==> config.mk <==
export PLATFORM = sky130hd
export DESIGN_NAME = demux_stream_1_n
export DESIGN_NICKNAME = d
export VERILOG_FILES = /design/src/rtl/demux_stream_1_n_pkg.sv /design/src/rtl/demux_stream_1_n_chan.sv /design/src/rtl/demux_stream_1_n.sv
export SDC_FILE = /design/constraint.sdc
export NUM_CORES = 1
export LEC_CHECK = 0
export ABC_CLOCK_PERIOD_IN_PS = 1900
export CELL_PAD_IN_SITES_DETAIL_PLACEMENT = 1
export CELL_PAD_IN_SITES_GLOBAL_PLACEMENT = 2
export CORE_ASPECT_RATIO = 0.6
export CORE_MARGIN = 5
export CORE_UTILIZATION = 31
export DETAILED_ROUTE_END_ITERATION = 7
export PLACE_DENSITY = 0.79
export SYNTH_ARGS = -nofsm -noshare
export SYNTH_HDL_FRONTEND = slang
export SYNTH_HIERARCHICAL = 1
export SYNTH_SLANG_ARGS = --single-unit
==> constraint.sdc <==
create_clock -name clk -period 1.9 [get_ports clk]
set_input_delay 0.285 -clock clk [delete_from_list [all_inputs] [get_ports clk]]
set_output_delay 0.285 -clock clk [all_outputs]
set_load 0.01 [all_outputs]
==> src/rtl/demux_stream_1_n_pkg.sv <==
// Shared constants for the registered 1:N stream demux: channel state encodings
// and stats counter width/saturation. Stats are built only under DEMUX_STREAM_STATS_EN.
package demux_stream_1_n_pkg;

  localparam logic [0:0] CH_EMPTY = 1'b0;
  localparam logic [0:0] CH_FULL  = 1'b1;

  localparam int                 STATS_W   = 16;
  localparam logic [STATS_W-1:0] STATS_MAX = '1;

  function automatic logic [STATS_W-1:0] sat_inc(input logic [STATS_W-1:0] v);
    return (v == STATS_MAX) ? v : v + STATS_W'(1);
  endfunction

endpackage

==> src/rtl/demux_stream_1_n_chan.sv <==
// One output channel: a one-entry register with a state bit and idle masking.
// DEMUX_STREAM_STATS_EN adds a saturating output-transfer counter.
module demux_stream_chan
  import demux_stream_1_n_pkg::*;
#(
  parameter int WIDTH     = 8,
  parameter int ZERO_IDLE = 1
) (
  input  logic             clk,
  input  logic             rst_n,
  input  logic             load,
  input  logic [WIDTH-1:0] din,
  output logic             out_valid,
  input  logic             out_ready,
  output logic [WIDTH-1:0] out_data
`ifdef DEMUX_STREAM_STATS_EN
  ,
  input  logic               clr_stats,
  output logic [STATS_W-1:0] xfer_cnt
`endif
);

  logic [0:0]       st;
  logic [WIDTH-1:0] data_q;

  // A load wins over a drain so a FULL channel reloads in the same cycle.
  always_ff @(posedge clk or negedge rst_n) begin
    if (!rst_n) begin
      st     <= CH_EMPTY;
      data_q <= '0;
    end else if (load) begin
      st     <= CH_FULL;
      data_q <= din;
    end else if (out_ready) begin
      st     <= CH_EMPTY;
    end
  end

  assign out_valid = (st == CH_FULL);
  assign out_data  = (ZERO_IDLE != 0 && st == CH_EMPTY) ? '0 : data_q;

`ifdef DEMUX_STREAM_STATS_EN
  always_ff @(posedge clk or negedge rst_n) begin
    if (!rst_n)                      xfer_cnt <= '0;
    else if (clr_stats)              xfer_cnt <= '0;
    else if (out_valid && out_ready) xfer_cnt <= sat_inc(xfer_cnt);
  end
`endif

endmodule

==> src/rtl/demux_stream_1_n.sv <==
// Registered 1:N stream demux: select decode, in_ready mux and sel_err pulse.
// DEMUX_STREAM_STATS_EN adds err_cnt, per-channel xfer_cnt and clr_stats.
module demux_stream_1_n
  import demux_stream_1_n_pkg::*;
#(
  parameter int WIDTH     = 8,
  parameter int N         = 4,
  parameter int SEL_W     = 2,
  parameter int ZERO_IDLE = 1
) (
  input  logic               clk,
  input  logic               rst_n,
  input  logic               in_valid,
  output logic               in_ready,
  input  logic [WIDTH-1:0]   in_data,
  input  logic [SEL_W-1:0]   in_sel,
  output logic [N-1:0]       out_valid,
  input  logic [N-1:0]       out_ready,
  output logic [N*WIDTH-1:0] out_data,
  output logic               sel_err
`ifdef DEMUX_STREAM_STATS_EN
  ,
  input  logic                 clr_stats,
  output logic [STATS_W-1:0]   err_cnt,
  output logic [N*STATS_W-1:0] xfer_cnt
`endif
);

  if ((2 ** SEL_W) < N) begin : g_bad_sel_w
    $error("demux_stream_1_n: SEL_W too narrow for N");
  end

  logic                    oor;
  logic                    xfer_in;
  logic [(2**SEL_W)-1:0]   ch_rdy;
  logic [N-1:0]            load;

  assign oor = (32'(in_sel) >= 32'(N));

  // Unused select codes read as ready so out-of-range words are always drained.
  always_comb begin
    ch_rdy = '1;
    for (int k = 0; k < N; k++) ch_rdy[k] = ~out_valid[k] | out_ready[k];
  end

  assign in_ready = oor | ch_rdy[in_sel];
  assign xfer_in  = in_valid & in_ready;

  for (genvar k = 0; k < N; k++) begin : g_ch
    assign load[k] = xfer_in & (32'(in_sel) == k);

    demux_stream_chan #(
      .WIDTH     (WIDTH),
      .ZERO_IDLE (ZERO_IDLE)
    ) u_chan (
      .clk       (clk),
      .rst_n     (rst_n),
      .load      (load[k]),
      .din       (in_data),
      .out_valid (out_valid[k]),
      .out_ready (out_ready[k]),
      .out_data  (out_data[k*WIDTH +: WIDTH])
`ifdef DEMUX_STREAM_STATS_EN
      ,
      .clr_stats (clr_stats),
      .xfer_cnt  (xfer_cnt[k*STATS_W +: STATS_W])
`endif
    );
  end

  always_ff @(posedge clk or negedge rst_n) begin
    if (!rst_n) sel_err <= 1'b0;
    else        sel_err <= xfer_in & oor;
  end

`ifdef DEMUX_STREAM_STATS_EN
  // Counted at acceptance so err_cnt moves on the same edge sel_err rises.
  always_ff @(posedge clk or negedge rst_n) begin
    if (!rst_n)              err_cnt <= '0;
    else if (clr_stats)      err_cnt <= '0;
    else if (xfer_in && oor) err_cnt <= sat_inc(err_cnt);
  end
`endif

endmodule

== Yosys cells after proc, flatten, opt, wreduce, memory -nomap -nowiden ==
Cells that the tools add are included.

* $lt $le $gt $ge: 1
* Equal/unequal tests: 3
* Multiplexer cells: 14
* Bitwise logic cells: 13
* Reduce and logical (&&, ||, !) cells: 5

{| class="wikitable"
|+ Operator list
! operator !! count
|-
| 2-to-1 mux 8 bit || 4
|-
| 2-to-1 mux 1 bit || 9
|-
| nonzero test 2 bit || 4
|-
| AND 1 bit || 5
|-
| == test 2 bit (second input constant) || 2
|-
| NOT 1 bit || 4
|-
| bitwise OR 1 bit || 4
|-
| < comparator 2 x 3 -> 1 bit (second input constant) || 1
|-
| binary-select mux 1 bit (select 2 bit) || 1
|-
| == test 2 x 1 -> 1 bit (second input constant) || 1
|-
| logical NOT 2 bit || 1
|}

* Register bits after elaboration: 36
* Input bits: 17
* Output and inout port bits: 38
* Word-level logic and storage cells: 44

== Depth between registers and ports, before layout ==
Gate-level depths: netlist of the first run.

* Depth in word-level cells: 7
* Mapped depth: 4

== Cells and area by module ==
The synthesis of the first run kept the hierarchy.

{| class="wikitable"
|+ By module, submodules not included
! module !! instances !! cells an instance !! area an instance (sq um) !! seq. area each (sq um)
|-
| demux_stream_chan || 4 || 28 || 419.2 || 225.2
|-
| demux_stream_1_n || 1 || 11 || 112.6 || 0.0
|}

== Worst setup path before layout of the first run ==
No wires, ideal clock.

* Path kind: register -> register
* Start: register g_ch[0].u_chan.st
* End: register g_ch[0].u_chan.data_q[0]
* Library setup time: 0.125 ns
* Arrival time: 1.307 ns
* Setup slack: 0.468 ns
* Stages on the path, launching flop included: 5
* Period minus slack after synthesis: 1.432 ns
* Cells stage by stage: dfrtp_1 -> nand2b_1 -> nor4bb_1 -> buf_6 -> mux2_4

* Word-level cells in the longest chain between the ends: 6

{| class="wikitable"
|+ Ends and longest elaborated chain
! element !! line !! RTL
|-
| from (decl) || demux_stream_1_n_chan.sv:23 || <nowiki>logic [0:0] st;</nowiki>
|-
| from (signal assigned) || demux_stream_1_n_chan.sv:29 || <nowiki>st <= CH_EMPTY;</nowiki>
|-
| from (signal assigned) || demux_stream_1_n_chan.sv:32 || <nowiki>st <= CH_FULL;</nowiki>
|-
| from (signal assigned) || demux_stream_1_n_chan.sv:35 || <nowiki>st <= CH_EMPTY;</nowiki>
|-
| NOT 1 bit || - ||
|-
| bitwise OR 1 bit || demux_stream_1_n.sv:43 || <nowiki>for (int k = 0; k < N; k++) ch_rdy[k] = ~out_valid[k] | out_ready[k];</nowiki>
|-
| binary-select mux 1 bit (select 2 bit) || demux_stream_1_n.sv:46 || <nowiki>assign in_ready = oor | ch_rdy[in_sel];</nowiki>
|-
| 2-to-1 mux 1 bit (not written as such) || demux_stream_1_n.sv:46 ||
|-
| AND 1 bit || demux_stream_1_n.sv:47 || <nowiki>assign xfer_in = in_valid & in_ready;</nowiki>
|-
| AND 1 bit || demux_stream_1_n.sv:50 || <nowiki>assign load[k] = xfer_in & (32'(in_sel) == k);</nowiki>
|-
| net load[0] || demux_stream_1_n.sv:36 || <nowiki>logic [N-1:0] load;</nowiki>
|-
| to (signal assigned) || demux_stream_1_n_chan.sv:33 || <nowiki>data_q <= din;</nowiki>
|-
| to (decl) || demux_stream_1_n_chan.sv:24 || <nowiki>logic [WIDTH-1:0] data_q;</nowiki>
|}

The timed path passes the listed nets, and every way through them passes these cells. The select of a mux whose other input is x is not followed.
A chain may end at the register's enable or synchronous reset.

== Worst setup path in the final report of the first run ==
* Start: register g_ch[3].u_chan.st
* End: output out_data[27]

* Word-level cells in the longest chain between the ends: 1

{| class="wikitable"
|+ Ends and longest elaborated chain
! element !! line !! RTL
|-
| from (decl) || demux_stream_1_n_chan.sv:23 ||
|-
| from (signal assigned) || demux_stream_1_n_chan.sv:29 ||
|-
| from (signal assigned) || demux_stream_1_n_chan.sv:32 ||
|-
| from (signal assigned) || demux_stream_1_n_chan.sv:35 ||
|-
| 2-to-1 mux 8 bit || demux_stream_1_n_chan.sv:40 || <nowiki>assign out_data = (ZERO_IDLE != 0 && st == CH_EMPTY) ? '0 : data_q;</nowiki>
|-
| to (decl) || demux_stream_1_n.sv:19 || <nowiki>output logic [N*WIDTH-1:0] out_data,</nowiki>
|}

Every way passes these cells.

==> results of run 1 <==
[stage by stage]
stage / worst slack, ns / TNS [ns] / instances
floorplan: 0.468 / 0 / 123
global placement: -0.236 / -0.236 / 262
detailed placement: -0.226 / -0.226 / 262
CTS: 0.0105 / 0 / 267
global route: 0.0441 / 0 / 269
finish: 0.139 / 0 / 269
[sequential cells by signal, summed over array words and instances (netlist names)]
name	flops
g_ch.u_chan/data_q	32
g_ch.u_chan/out_valid	4
[cells in the final DEF, fill, tap and decap left out]
master,n
clkbuf_2,1
and4_1,1
clkbuf_8,5
mux4_2,1
a21o_2,4
dfrtp_1,36
mux2_4,32
clkdlybuf4s50_1,52
conb_1,1
and4b_1,2
and2_1,32
nor4bb_2,1
buf_4,10
buf_12,3
nand2b_1,2
nand2b_4,2
inv_1,4
[layer usage]
| metal | GRT usage, % | wire (µm) | vias up |
|---|---|---|---|
| li1 | - | - | 541 |
| met3 | 5.67 | 358 | 2 |
| met1 | 18.7 | 2280 | 558 |
| met5 | 0 | 0 | - |
| met2 | 20.0 | 1980 | 42 |
| met4 | 2.36 | 17 | 0 |
[power by group]
part           total, µW  internal, µW  switching [µW]
clock                474           236             238
sequential           997           917            79.5
combinational        586           391             194
[what timing repair did]
item,CTS,global route
setup buffers,0,2
endpoints found under the setup margin,1,13
hold buffers,0,0
gates resized for setup,2,1
gates cloned,0,0
[cell usage after synthesis]
cell | instances | area [µm²]
nor4bb_1 | 1 | 10.0
buf_4 | 1 | 7.51
a21o_2 | 4 | 35.0
inv_1 | 4 | 15.0
conb_1 | 1 | 3.75
dfrtp_1 | 36 | 901
buf_6 | 4 | 45.0
nand2b_4 | 2 | 27.5
mux4_2 | 1 | 22.5
nand2b_1 | 2 | 12.5
and2_1 | 32 | 200
mux2_4 | 32 | 480
and4b_1 | 2 | 20.0
and4_1 | 1 | 8.76
[critical path, stage by stage (launching register included)]
cell and delay (ns):
dfrtp_1 0.34, buf_4 0.15, and2_1 0.15, clkdlybuf4s50_1 0.55
[area by class of cell]
type / count / area, µm²
clock buffer: 5 / 68.8
fill: 580 / 3020
inverter: 4 / 15.0
multi-input combinational: 78 / 827
sequential: 36 / 901
tap: 80 / 100
timing repair buffer: 66 / 661
[logic make-up (layout without fill, tap and decap cells)]
kind of cell / count (synthesis) / count (layout) / synth area share, %
buf+inv: 9 / 75 / 3.78
compound gates: 4 / 4 / 1.96
simple gates: 40 / 40 / 15.6
mux: 33 / 33 / 28.1
flops: 36 / 36 / 50.3
other cells: 1 / 1 / 0.210
[final timing paths]
path / from / to / slack [ns] / cells after the start
min in group clk: g_ch[1].u_chan/data_q[0]$_DFFE_PN0P_ / g_ch[1].u_chan/data_q[0]$_DFFE_PN0P_ / 0.50 / 1
max in group asynchronous: rst_n / g_ch[1].u_chan/out_valid$_DFFE_PN0P_ / 1.14 / 2
max: g_ch[3].u_chan/out_valid$_DFFE_PN0P_ / out_data[27] / 0.14 / 3
min: rst_n / g_ch[0].u_chan/data_q[7]$_DFFE_PN0P_ / 0.43 / 2
max reg2reg: g_ch[0].u_chan/out_valid$_DFFE_PN0P_ / g_ch[0].u_chan/data_q[1]$_DFFE_PN0P_ / 0.51 / 4
min reg2reg: g_ch[1].u_chan/data_q[0]$_DFFE_PN0P_ / g_ch[1].u_chan/data_q[0]$_DFFE_PN0P_ / 0.50 / 1
==> metrics.cfg, run 1 <==
[run_status]
status=complete, no violations

[drt]
vias=1143
drt_iter0_drc=21
wl_um=4630
wire_per_inst_um=17.2
drc=0
vias_per_cell=4.25
firstDrtPassIters=4
ant_nets=0

[sta]
holdWs_ns=0.433
max_freq_mhz=568
rsz0062_at_grt=false
skew_ns=0.00163
finalCritPeriodShare_pct=92.7
finalHoldViolCount=0
setup_viol=0
maxSlewViolCount=0
fin_crit_ns=1.76

[final_layout]
antenna_cells=0
drive_gt1_share_pct=31.2
num-nets-final=208
syn_to_final_growth_pct=43.8
finish.instance_area_um2=2570
utilization_pct=46.0

[critical_path]
cp_max_fo=10
path_class=reg -> out
worst_ep_arrival_time_ns=1.48
cp-end-kind=primary output
worst_setup_path_start_kind=flop
worstPathRequired_ns=1.62

[logic_synthesis]
yosys_warnings=6
syn_area_per_cell_um2=14.5
syn_nets=140
synth.distinct_cells=14
ys_seq_area_share_pct=50.3
synth-seq-cells=36
syn_area_um2=1790
synthCells=123

[floorplanning]
io_pins=55
rows=21
initial_core_util_pct=32.0
dieWidth_um=108
die-area_um2=7440
coreArea_um2=5600
die_y_um=68.8

[grt]
grtUsageTotal_pct=13.5
grt-ovfl-total=0
grt_pass1_wl_um=7390
grt_max_degree=37
antenna_found_initial=0
grt_pass1_vias=1294

[cts]
clk_latency_ns=0.28
clk_pin_slew_ns=0.06
cts_tree=done
cts_root_buf=clkbuf_8
htreeDepth=2
cts.sinks=36
cts_buffers=5
cts_buffer_depth=2

[power]
p_leak_uw=0.00115
total_power_uw=2060
powerDensity_nw_per_um2=799
ir_drop_mv=0.300

[job]
cap_viol_max_count=0

[placed_design]
place_area_um2=2490
gp_routability_congestion=0.705
io_buffers=53
place_hpwl_um=3450

[hold_path]
hold_path_class=in -> async

No activity file was read; power rests on OpenSTA's default activity.
==> inputs of run 2 (changes only) <==
- CORE_MARGIN: 5 -> 2
==> metrics.cfg, run 2 (synthesis gave the netlist of run 1 again) <==
[sta]
finalSetupTns_ns=0  ; unchanged
finalHoldViolCount=0  ; unchanged
layout_setup_ws_ns=0.0755  ; was 0.139 ns
skew_ns=0.00685  ; was 0.00163 ns
max_freq_mhz=548  ; was 568 MHz
fin_crit_ns=1.82  ; was 1.76 ns
setup_viol=0  ; unchanged
rsz0062_at_grt=false  ; unchanged
maxSlewViolCount=0  ; unchanged
finalCritPeriodShare_pct=96.0  ; was 92.7%

[critical_path]
worstPathRequired_ns=1.62  ; about the same
cp_max_fo=10  ; unchanged
path_class=reg -> out  ; unchanged
crit_slowest_cell=clkdlybuf4s50_1  ; unchanged
critPathMaxStageDelay_ns=0.54  ; was 0.55 ns
path_cells=buf_4 -> and2_1 -> clkdlybuf4s50_1  ; unchanged
worst_ep_arrival_time_ns=1.54  ; was 1.48 ns
worst_setup_path_start_kind=flop  ; unchanged
cp-end-kind=primary output  ; unchanged

[power]
ir_drop_mv=0.321  ; was 0.300 mV
power_frac_comb_pct=25.3  ; was 28.5%
pwr-share-clk_pct=31.4  ; was 23.0%
p_sw_share_pct=23.5  ; was 24.9%
pwr-share-seq_pct=43.3  ; was 48.5%
internal_power_uw=1770  ; was 1540 µW
powerDensity_nw_per_um2=881  ; was 799 nW/µm²
p_leak_uw=0.00117  ; was 0.00115 µW
power.switching_uw=543  ; was 512 µW

[placed_design]
io_buffers=53  ; unchanged
post-place-ws_ns=-0.205  ; was -0.226 ns
place_hpwl_um=3410  ; was 3450 µm
place_area_um2=2490  ; unchanged
gp_routability_congestion=0.732  ; was 0.705

[cts]
cts_tree=done  ; unchanged
clk_latency_ns=0.29  ; was 0.28 ns
cts.sinks=36  ; unchanged
cts_buffer_depth=2  ; unchanged
clk_pin_slew_ns=0.07  ; was 0.06 ns
cts_root_buf=clkbuf_8  ; unchanged
htreeDepth=2  ; unchanged
cts_buffers=5  ; unchanged

[job]
cap_viol_max_count=0  ; unchanged

[final_layout]
antenna_cells=0  ; unchanged
fill_cells=590  ; was 580
layout_common_cells=52 x clkdlybuf4s50_1, 36 x dfrtp_1, 32 x and2_1, 32 x mux2_4, 9 x buf_4  ; was 52 x clkdlybuf4s50_1, 36 x dfrtp_1, 32 x and2_1, 32 x mux2_4, 10 x buf_4
final_common_cell=clkdlybuf4s50_1  ; unchanged
finish.instance_area_um2=2620  ; was 2570 µm²
syn_to_final_growth_pct=46.6  ; was 43.8%
drive_gt1_share_pct=31.9  ; was 31.2%
largest_register=g_ch.u_chan/data_q  ; unchanged
largest_reg_flops=32  ; unchanged
num-nets-final=207  ; was 208
utilization_pct=47.1  ; was 46.0%

[grt]
antenna_found_initial=0  ; unchanged
grt-ovfl-total=0  ; unchanged
grt_pass1_wl_um=7410  ; was 7390 µm
grt_pass1_vias=1314  ; was 1294
grt_max_degree=37  ; unchanged
grtUsageTotal_pct=15.5  ; was 13.5%

[floorplanning]
io_pins=55  ; unchanged
die-area_um2=6420  ; was 7440 µm²
initial_core_util_pct=32.1  ; was 32.0%
coreArea_um2=5570  ; was 5600 µm²
dieWidth_um=102  ; was 108 µm
die_y_um=62.8  ; was 68.8 µm
rows=21  ; unchanged

[run_status]
status=complete, no violations  ; unchanged

[drt]
vias_per_cell=4.43  ; was 4.25
wire_per_inst_um=17.1  ; was 17.2 µm
firstDrtPassIters=4  ; unchanged
ant_nets=0  ; unchanged
drc=0  ; unchanged
vias=1201  ; was 1143
drt_iter0_drc=18  ; was 21
wl_um=4630  ; about the same

[hold_path]
hold_path_class=in -> async  ; unchanged

run 2: critical path: cells and delay by family, from the launching register on:
family | cells | cell delay, ns
flops | 1 | 0.39
buf+inv | 2 | 0.73
simple gates | 1 | 0.14
run 2: metal layers:
metal | GRT usage, % | share of wire, % | vias to the layer above
met4 | 4.00 | 0.80 | 0
met1 | 21.4 | 49 | 613
li1 | - | - | 542
met5 | 0 | 0 | -
met3 | 4.92 | 5.5 | 5
met2 | 23.5 | 45 | 41
run 2: final cells by class:
cell class | instances | area (µm²) | share of cell area (%)
tap | 80 | 100 | 3.82
inverter | 4 | 15.0 | 0.573
clock inverter | 1 | 30.0 | 1.15
timing repair buffer | 65 | 653 | 24.9
clock buffer | 7 | 96.3 | 3.67
multi-input combinational | 78 | 827 | 31.5
sequential | 36 | 901 | 34.4
run 2: power groups by stage:
stage          clock, µW  sequential, µW  combinational [µW]
2_1_floorplan          0             992                 325
3_3_place_gp           0            1000                 568
3_5_place_dp           0            1010                 589
4_1_cts              749            1000                 592
5_1_grt              787            1020                 628
6_report             725            1000                 586
run 2: final timing paths:
kind                                                 startpoint                                    to  slack [ns]  cells after the start
setup / recovery           g_ch[1].u_chan/out_valid$_DFFE_PN0P_                          out_data[13]        0.08                      3
hold / removal                                            rst_n  g_ch[0].u_chan/data_q[3]$_DFFE_PN0P_        0.42                      2
setup reg to reg           g_ch[3].u_chan/out_valid$_DFFE_PN0P_  g_ch[3].u_chan/data_q[3]$_DFFE_PN0P_        0.48                      5
hold reg to reg            g_ch[1].u_chan/data_q[2]$_DFFE_PN0P_  g_ch[1].u_chan/data_q[2]$_DFFE_PN0P_        0.51                      1
max in group asynchronous                                 rst_n  g_ch[1].u_chan/out_valid$_DFFE_PN0P_        1.16                      2
min in group clk           g_ch[1].u_chan/data_q[2]$_DFFE_PN0P_  g_ch[1].u_chan/data_q[2]$_DFFE_PN0P_        0.51                      1
run 2: through the flow:
step	power [µW]	hold WS, ns	std cells
after floorplan	1320	-0.0106	123
after global placement	1570	0.489	262
after detailed placement	1600	0.489	262
after CTS	2340	0.438	270
after global routing	2430	0.447	271
final	2310	0.424	271
run 2: repair_timing:
| item | CTS | global route |
|---|---|---|
| hold buffers | 0 | 0 |
| buffers inserted | 0 | 1 |
| resized for setup | 2 | 1 |
| endpoints found under the setup margin | 1 | 8 |
